<file path="config.mk">
export PLATFORM = sky130hd
export DESIGN_NAME = keypad_multitap_encoder
export DESIGN_NICKNAME = d
export VERILOG_FILES = /design/src/rtl/keypad_multitap_encoder.sv
export SDC_FILE = /design/constraint.sdc
export NUM_CORES = 1
export LEC_CHECK = 0
export BUFFER_PORTS_ARGS = -buffer_cell sky130_fd_sc_hd__buf_2
export CAP_MARGIN = 10
export CORE_MARGIN = 4
export CORE_UTILIZATION = 43
export CTS_CLUSTER_DIAMETER = 200
export DETAILED_ROUTE_END_ITERATION = 7
export HOLD_SLACK_MARGIN = 0.08
export PLACE_DENSITY = 0.64
export SETUP_SLACK_MARGIN = 0.4
export SYNTH_ARGS = -nofsm -noshare
export SYNTH_HDL_FRONTEND = slang
export SYNTH_SLANG_ARGS = --single-unit
</file>
<file path="constraint.sdc">
create_clock -name clk -period 2.5 [get_ports clk]
set_input_delay 0.25 -clock clk [delete_from_list [all_inputs] [get_ports clk]]
set_output_delay 0.25 -clock clk [all_outputs]
set_load 0.01 [all_outputs]
</file>
<file path="src/rtl/keypad_multitap_encoder.sv">
// 4x4 keypad scanner, debouncer and phone-style multi-tap letter encoder.
// Optional feature: define KEYPAD_AUTO_COMMIT_EN to commit the pending letter on tap timeout.
module keypad_multitap_encoder #(
  parameter int SCAN_DIV    = 4,
  parameter int DEBOUNCE    = 8,
  parameter int TAP_TIMEOUT = 150
) (
  input  logic       clk,
  input  logic       rst,
  input  logic [3:0] row,
  output logic [3:0] col,
  output logic [7:0] cur_char,
  output logic [7:0] letter,
  output logic       letter_strobe,
  output logic       word_strobe,
  output logic       key_error
);

  localparam int SW = (SCAN_DIV > 1) ? $clog2(SCAN_DIV) : 1;
  localparam int DW = $clog2(DEBOUNCE + 1);
  localparam int TW = $clog2(TAP_TIMEOUT + 1);
  localparam logic [SW-1:0] SCAN_LAST = SW'(SCAN_DIV - 1);
  localparam logic [DW-1:0] DEB_LAST  = DW'(DEBOUNCE - 1);
  localparam logic [TW-1:0] TO_LAST   = TW'(TAP_TIMEOUT - 1);
  localparam logic [3:0] K_STAR = 4'd8;
  localparam logic [3:0] K_HASH = 4'd9;
  localparam logic [3:0] K_NONE = 4'd15;

  typedef enum logic [1:0] {SCAN, DEB_PRESS, HELD, DEB_REL} state_t;

  state_t        state;
  logic [SW-1:0] scan_cnt;
  logic [DW-1:0] deb_cnt;
  logic [TW-1:0] to_cnt;
  logic [3:0]    cap_row;
  logic [3:0]    key_code_q;
  logic [3:0]    key_now;
  logic [1:0]    row_idx;
  logic [1:0]    col_idx;
  logic          key_evt;
  logic          key_valid_q;
  logic          rel_done;
  logic          to_run;
  logic          tap_open;
  logic          pend_valid;
  logic [2:0]    pend_key;
  logic [1:0]    tap_idx;

  // Letter keys are codes 0..7 (ABC..WXYZ); star and hash are special; the rest are ignored.
  function automatic logic [3:0] key_map(input logic [1:0] r, input logic [1:0] c);
    case ({r, c})
      4'b00_01: key_map = 4'd0;
      4'b00_10: key_map = 4'd1;
      4'b01_00: key_map = 4'd2;
      4'b01_01: key_map = 4'd3;
      4'b01_10: key_map = 4'd4;
      4'b10_00: key_map = 4'd5;
      4'b10_01: key_map = 4'd6;
      4'b10_10: key_map = 4'd7;
      4'b11_00: key_map = K_STAR;
      4'b11_10: key_map = K_HASH;
      default:  key_map = K_NONE;
    endcase
  endfunction

  function automatic logic [7:0] char_of(input logic [2:0] k, input logic [1:0] idx);
    logic [7:0] base;
    case (k)
      3'd0:    base = 8'h41;
      3'd1:    base = 8'h44;
      3'd2:    base = 8'h47;
      3'd3:    base = 8'h4A;
      3'd4:    base = 8'h4D;
      3'd5:    base = 8'h50;
      3'd6:    base = 8'h54;
      default: base = 8'h57;
    endcase
    char_of = base + {6'b000000, idx};
  endfunction

  function automatic logic [1:0] next_idx(input logic [2:0] k, input logic [1:0] idx);
    logic [1:0] last;
    last = (k == 3'd5 || k == 3'd7) ? 2'd3 : 2'd2;
    next_idx = (idx == last) ? 2'd0 : idx + 2'd1;
  endfunction

  // Lowest-numbered row wins when several rows are high; col is frozen while a key is handled.
  always_comb begin
    row_idx = 2'd3;
    if (cap_row[3])      row_idx = 2'd0;
    else if (cap_row[2]) row_idx = 2'd1;
    else if (cap_row[1]) row_idx = 2'd2;
    col_idx = 2'd3;
    if (col[3])      col_idx = 2'd0;
    else if (col[2]) col_idx = 2'd1;
    else if (col[1]) col_idx = 2'd2;
    key_now = key_map(row_idx, col_idx);
  end

  always_ff @(posedge clk) begin
    if (rst) begin
      state       <= SCAN;
      col         <= 4'b1000;
      scan_cnt    <= '0;
      deb_cnt     <= '0;
      cap_row     <= 4'b0000;
      key_code_q  <= K_NONE;
      key_evt     <= 1'b0;
      key_valid_q <= 1'b0;
      rel_done    <= 1'b0;
    end else begin
      key_evt  <= 1'b0;
      rel_done <= 1'b0;
      case (state)
        SCAN: begin
          if (row != 4'b0000) begin
            cap_row <= row;
            deb_cnt <= '0;
            state   <= DEB_PRESS;
          end else if (scan_cnt == SCAN_LAST) begin
            scan_cnt <= '0;
            col      <= {col[0], col[3:1]};
          end else begin
            scan_cnt <= scan_cnt + 1'b1;
          end
        end
        DEB_PRESS: begin
          if (row != cap_row) begin
            scan_cnt <= '0;
            state    <= SCAN;
          end else if (deb_cnt == DEB_LAST) begin
            key_code_q  <= key_now;
            key_evt     <= (key_now != K_NONE);
            key_valid_q <= (key_now != K_NONE);
            state       <= HELD;
          end else begin
            deb_cnt <= deb_cnt + 1'b1;
          end
        end
        HELD: begin
          if (row == 4'b0000) begin
            deb_cnt <= '0;
            state   <= DEB_REL;
          end
        end
        default: begin
          if (row != 4'b0000) begin
            state <= HELD;
          end else if (deb_cnt == DEB_LAST) begin
            scan_cnt <= '0;
            rel_done <= key_valid_q;
            state    <= SCAN;
          end else begin
            deb_cnt <= deb_cnt + 1'b1;
          end
        end
      endcase
    end
  end

  // Tap state: the timeout only advances while scanning, so expiry is judged when a key is accepted.
  always_ff @(posedge clk) begin
    if (rst) begin
      cur_char      <= 8'h00;
      letter        <= 8'h00;
      letter_strobe <= 1'b0;
      word_strobe   <= 1'b0;
      key_error     <= 1'b0;
      to_cnt        <= '0;
      to_run        <= 1'b0;
      tap_open      <= 1'b0;
      pend_valid    <= 1'b0;
      pend_key      <= 3'd0;
      tap_idx       <= 2'd0;
    end else begin
      letter_strobe <= 1'b0;
      word_strobe   <= 1'b0;
      key_error     <= 1'b0;
      if (key_evt) begin
        to_run <= 1'b0;
        if (!key_code_q[3]) begin
          if (pend_valid && tap_open && pend_key == key_code_q[2:0]) begin
            tap_idx  <= next_idx(pend_key, tap_idx);
            cur_char <= char_of(pend_key, next_idx(pend_key, tap_idx));
          end else begin
            pend_key <= key_code_q[2:0];
            tap_idx  <= 2'd0;
            cur_char <= char_of(key_code_q[2:0], 2'd0);
          end
          pend_valid <= 1'b1;
          tap_open   <= 1'b1;
        end else if (key_code_q == K_STAR) begin
          if (pend_valid) begin
            letter        <= cur_char;
            letter_strobe <= 1'b1;
            pend_valid    <= 1'b0;
            tap_open      <= 1'b0;
            tap_idx       <= 2'd0;
            cur_char      <= 8'h00;
          end else begin
            key_error <= 1'b1;
          end
        end else begin
          word_strobe <= 1'b1;
          pend_valid  <= 1'b0;
          tap_open    <= 1'b0;
          tap_idx     <= 2'd0;
          cur_char    <= 8'h00;
        end
      end else if (rel_done) begin
        to_cnt <= '0;
        to_run <= 1'b1;
      end else if (to_run && state == SCAN) begin
        if (to_cnt == TO_LAST) begin
          to_run   <= 1'b0;
          tap_open <= 1'b0;
`ifdef KEYPAD_AUTO_COMMIT_EN
          if (pend_valid) begin
            letter        <= cur_char;
            letter_strobe <= 1'b1;
            pend_valid    <= 1'b0;
            tap_idx       <= 2'd0;
            cur_char      <= 8'h00;
          end
`else
          pend_valid <= pend_valid;
`endif
        end else begin
          to_cnt <= to_cnt + 1'b1;
        end
      end
    end
  end

endmodule

</file>
# Word-level counts from Yosys, hierarchy flattened
# Memory sizes are Yosys's and may differ from the RTL's.
# Cells that the tools add are included.
# Widths: inputs -> output; s select.
[totals]
output_inout_bits = 23
mem_count = 1
word_cells = 157
rom_bits = 64
inputBits = 6
reg_bits = 58
[classes]
mux = 55
reduce_logical = 32
bitwise = 9
n_addsub = 5
n_eq_ne = 35
[mem_list]
columns = ["memory", "words", "word_bits", "rd", "rd_ports_with_merged_regs", "write_ports", "line_no", "text"]
rows = [
  ["(name not given)", 16, 4, 1, 0, 0, "51", "case ({r, c})"],
]
[ops]
columns = ["cell", "n"]
rows = [
  ["$mux 8", 11],
  ["$pmux 5 s7", 2],
  ["$mux 2", 19],
  ["$eq 3x3->1 const B", 7],
  ["$mux 4", 5],
  ["$reduce_and 4->1", 4],
  ["$mux 1", 15],
  ["$ne 2x2->1 const B", 7],
  ["$eq 3x2->1 const B", 4],
  ["$pmux 2 s3", 2],
  ["$pmux 4 s3", 1],
  ["$reduce_and 3->1", 4],
  ["$not 1->1", 9],
  ["$add 8x1->8 const B", 1],
  ["$add 8x2->8", 1],
  ["$eq 8x8->1 const B", 1],
  ["$ne 4x4->1 const B", 2],
  ["$reduce_bool 2->1", 4],
  ["$reduce_bool 4->1", 2],
  ["$reduce_or 4->1", 2],
  ["$eq 3x1->1 const B", 2],
  ["$logic_not 3->1", 2],
  ["$ne 3x3->1 const B", 2],
  ["$reduce_and 2->1", 3],
  ["20 further kinds", 24],
]

# Depth between registers and ports, before layout
[logic_depth]
word_depth = 9
mapped_depth = 9
mapped_depth_nobuf = 9

# Worst setup path before layout
# OpenSTA, ideal clock, no wires.
[synth_path]
kind = "reg-to-reg"
from = "reg pend_key[2]"
to = "reg cur_char[4]"
arrival_time_ps = 2007
path_slack_ps = 376
setup_time_ps = 117
stages_incl_launch_ff = 9
period_less_slack_ps = 2124
required_ps = 2383
n_path_buf = 1
cell_sequence = "dfxtp_1 > clkbuf_1 > nand2_1 > xor2_1 > ha_1 > fa_1 > o311ai_0 > o31ai_1 > a22o_1"
[synth_between]
elab_chain_cells = 9
[synth_rtl]
columns = ["element", "line_no", "text"]
rows = [
  ["from (decl)", "46", "logic [2:0] pend_key;"],
  ["from (signal assigned)", "186", "pend_key <= key_code_q[2:0];"],
  ["$eq 3x3->1, or another cell as far along", "68", "case (k)"],
  ["$pmux 5 s7", "68", ""],
  ["$mux 8", "182", "if (pend_valid && tap_open && pend_key == key_code_q[2:0]) begin"],
  ["$mux 8", "181", "if (!key_code_q[3]) begin"],
  ["$mux 8", "179", "if (key_evt) begin"],
  ["$mux 8", "163", "if (rst) begin"],
  ["$add 8x2->8", "78", "char_of = base + {6'b000000, idx};"],
  ["$mux 8 (*)", "182", ""],
  ["$mux 8 (*)", "181", ""],
  ["to (signal assigned)", "184", "cur_char <= char_of(pend_key, next_idx(pend_key, tap_idx));"],
  ["to (signal assigned)", "188", "cur_char <= char_of(key_code_q[2:0], 2'd0);"],
  ["to (decl)", "12", "output logic [7:0] cur_char,"],
]
# Mark *: on every way between the ends. The rest lies on a longest branch, timed or not. The select of a mux whose other input is x is not followed.
# A chain may end at the register's enable or synchronous reset.

# Worst setup path after layout
# Same ends and word-level chain as after synthesis.

==> results.sh <==
export IMPL_status="completed"
export IMPL_ioPinCount=29
export IMPL_htree_num_levels=2
export IMPL_critPathArrivalTime_ps=2200
export IMPL_synth_common_cells="dfxtp_1 (56), nor2_1 (39), nand2_1 (34)"
export IMPL_async_reset_ff_frac=0
export IMPL_synth_main_ff_cell="dfxtp_1"
export IMPL_cap_violations=0
export IMPL_end_kind="flip-flop"
export IMPL_ff2ff_path_depth=7
export IMPL_finalHoldViolCount=0
export IMPL_fin_area_um2=3120
export IMPL_fmax_mhz=501
export IMPL_cp_required_ps=2700
export IMPL_finalCritPeriodShare=0.799
export IMPL_drv_slew=0
export IMPL_port_buffers=26
export IMPL_power_switching_w=0.000352
export IMPL_combPwrFrac=0.061
export IMPL_area_delta_synth_final_pct=9.09
export IMPL_dpl_worst_slack_ps=322
export IMPL_vias_per_cell=5.27
export IMPL_insertedDiodeCount=0
export IMPL_cp_max_fo=11
export IMPL_wl_per_cell_um=12.4
export IMPL_routed_wl_mm=5.35
export IMPL_path_buf_inv=0
export IMPL_grt_pass1_wl_mm=9.23
export IMPL_intPower_w=0.00117
export IMPL_p_clk_frac=0.333
export IMPL_crit_start="pend_key[2]"
export IMPL_syn_inst=338
export IMPL_hp_class="input pin to flip-flop"
export IMPL_endpoint="cur_char[4]"
export IMPL_grt_pass1_vias=2041
export IMPL_cts_root_buffer="clkbuf_8"
export IMPL_ys_ff_latch=56
export IMPL_max_vdd_ir_drop_v=0.000300
export IMPL_dpl_cell_area_um2=3010
export IMPL_seqPwrFrac=0.605
export IMPL_worst_path_stages=7
export IMPL_fin_nets=371
export IMPL_drive_above_1_share=0.140
export IMPL_holdBufCountCts=0
export IMPL_slowest_delay_ps=420
export IMPL_setup_slack_ps=503
export IMPL_synth_edf_count=0
export IMPL_crit_type="flip-flop to flip-flop"
export IMPL_grt_max_degree=27
export IMPL_ys_seq_area_frac=0.391
export IMPL_fp_dieH_um=89.6
export IMPL_gr_usage_all_layers=0.143
export IMPL_whs_ps=221
export IMPL_drt_first_pass_iters=4
export IMPL_r2r_end="cur_char[4]"
export IMPL_routabilityCongestion=0.792
export IMPL_dieArea_um2=8030
export IMPL_r2r_start="pend_key[2]"
export IMPL_drc=0
export IMPL_clk_pin_slew_worst_paths_ps=100
export IMPL_path_cells="nand2_1, xor2_1, ha_1, fa_1, o311ai_0, o31ai_1, a22o_1"
export IMPL_tritoncts="yes"
export IMPL_vias=2281
export IMPL_rows=29
export IMPL_start_util=0.446
export IMPL_power_density_nw_per_um2=486
export IMPL_rsz0062_at_grt="false"
export IMPL_p_sw_frac=0.232
export IMPL_cts_buffers=5
export IMPL_layout_min_cycle_time_ps=2000
export IMPL_final_antenna_net_count=0
export IMPL_yosysMostFrequentCell="dfxtp_1"
export IMPL_design_core_area_um2=6420
export IMPL_tns_ps=0
export IMPL_synth_top_area_share=0.391
export IMPL_cts_buffer_depth=2
export IMPL_clock_sinks=56
export IMPL_synth_area_um2=2860
export IMPL_skew_ps=6.67
export IMPL_drt_iter0_markers=119
export IMPL_clkLatencyLatePin_ps=300
export IMPL_overflow=0
export IMPL_dp_hpwl_mm=3.90
export IMPL_yosys_top_cells_area="dfxtp_1 (39%), nor2_1 (5.1%), nand2_1 (4.5%), ha_1 (3.9%), a21oi_1 (3.8%)"
export IMPL_synth_largest_area_cell="dfxtp_1"
export IMPL_cp_slowest_cell="dfxtp_4"
export IMPL_nFillCells=633
export IMPL_dieWidth_um=89.6
export IMPL_synth_distinct_cells=57
export IMPL_setup_viol=0
export IMPL_avgSynthCellArea_um2=8.47
export IMPL_startpoint_type="flip-flop"
export IMPL_yosys_warnings=0
export IMPL_power_total_w=0.00152
export IMPL_r2r_setup_slack_ps=500
export IMPL_cp_top_family="compound AO/OA/AOI/OAI gates"
export IMPL_antenna_found_initial=0
export IMPL_power_leakage_nw=1.23
## layer usage
| layer | GRT usage | up-vias | part of all wire |
|---|---|---|---|
| li1 | - | 1209 | - |
| met1 | 0.188 | 1028 | 0.50 |
| met2 | 0.240 | 39 | 0.44 |
| met3 | 0.0292 | 5 | 0.044 |
| met4 | 0.0365 | 0 | 0.010 |
| met5 | 0 | - | 0 |
## tightest hold or removal path: stages
cell,delay [ps]
buf_2,130
nand2_1,60
a21oi_1,50
## power by group through the flow
| stage | registers (W) | logic, W | clock network [W] |
|---|---|---|---|
| after detailed placement | 0.000940 | 0.0000920 | 0 |
| after CTS | 0.000919 | 0.0000923 | 0.000524 |
| final | 0.000919 | 0.0000930 | 0.000506 |
| after global routing | 0.000921 | 0.000106 | 0.000557 |
| after floorplan | 0.000930 | 0.0000823 | 0 |
| after global placement | 0.000940 | 0.0000916 | 0 |
## area by class of cell
type                       instances  area [um^2]  share of cell area
multi-input combinational        251         1620               0.518
sequential                        56         1130               0.360
timing repair buffer              28          145              0.0465
tap                               77         96.3              0.0308
clock buffer                       8         90.1              0.0288
inverter                          13         48.8              0.0156
## repair_timing
| action | in CTS | in global routing |
|---|---|---|
| endpoints found under the setup margin | 2 | 4 |
| pin swaps | 0 | 2 |
| setup buffers | 0 | 0 |
| resized for setup | 2 | 7 |
## metrics by stage
step / util / std cells
global route: 0.486 / 433
CTS: 0.483 / 433
floorplan: - / 339
global placement: 0.469 / 425
finish: 0.486 / 433
detailed placement: 0.469 / 425
## layout by cell type, fill, tap and decap left out, types with 6 or more instances in the layout
master and count:
dfxtp_1 54, nor2_1 39, nand2_1 34, buf_2 26, a21oi_1 22, o21ai_0 16, inv_1 12, xor2_1 12
mux2i_1 10, nand3_1 9, ha_1 9, nor3_1 8, nor2b_1 7, or3_1 7, xnor2_1 6, clkbuf_8 6
## sequential cells by signal (all words and copies together), names as in the netlist
register       count
word_strobe        1
pend_valid         1
key_valid_q        1
letter_strobe      1
cap_row            4
deb_cnt            4
to_cnt             8
pend_key           3
key_error          1
to_run             1
col                4
key_evt            1
state              2
tap_idx            2
tap_open           1
scan_cnt           2
cur_char           7
key_code_q         4
letter             7
rel_done           1
## worst min path at each step
stage / startpoint / endpoint / cells past startpoint
after CTS: row[2] / cap_row[2] / 3
after global placement: key_valid_q / rel_done / 2
after floorplan: row[2] / cap_row[2] / 2
after global routing: row[2] / cap_row[2] / 3
final: row[2] / cap_row[2] / 3
after detailed placement: key_valid_q / rel_done / 2
## kinds of logic after synthesis
family / share of synthesized area
xor+xnor: 0.0607
simple gates: 0.254
compound gates: 0.161
mux: 0.0350
fa+ha+maj: 0.0463
flops: 0.391
buf+inv: 0.0507
other cells: 0.00131
Power figures use the tool's default switching activity.
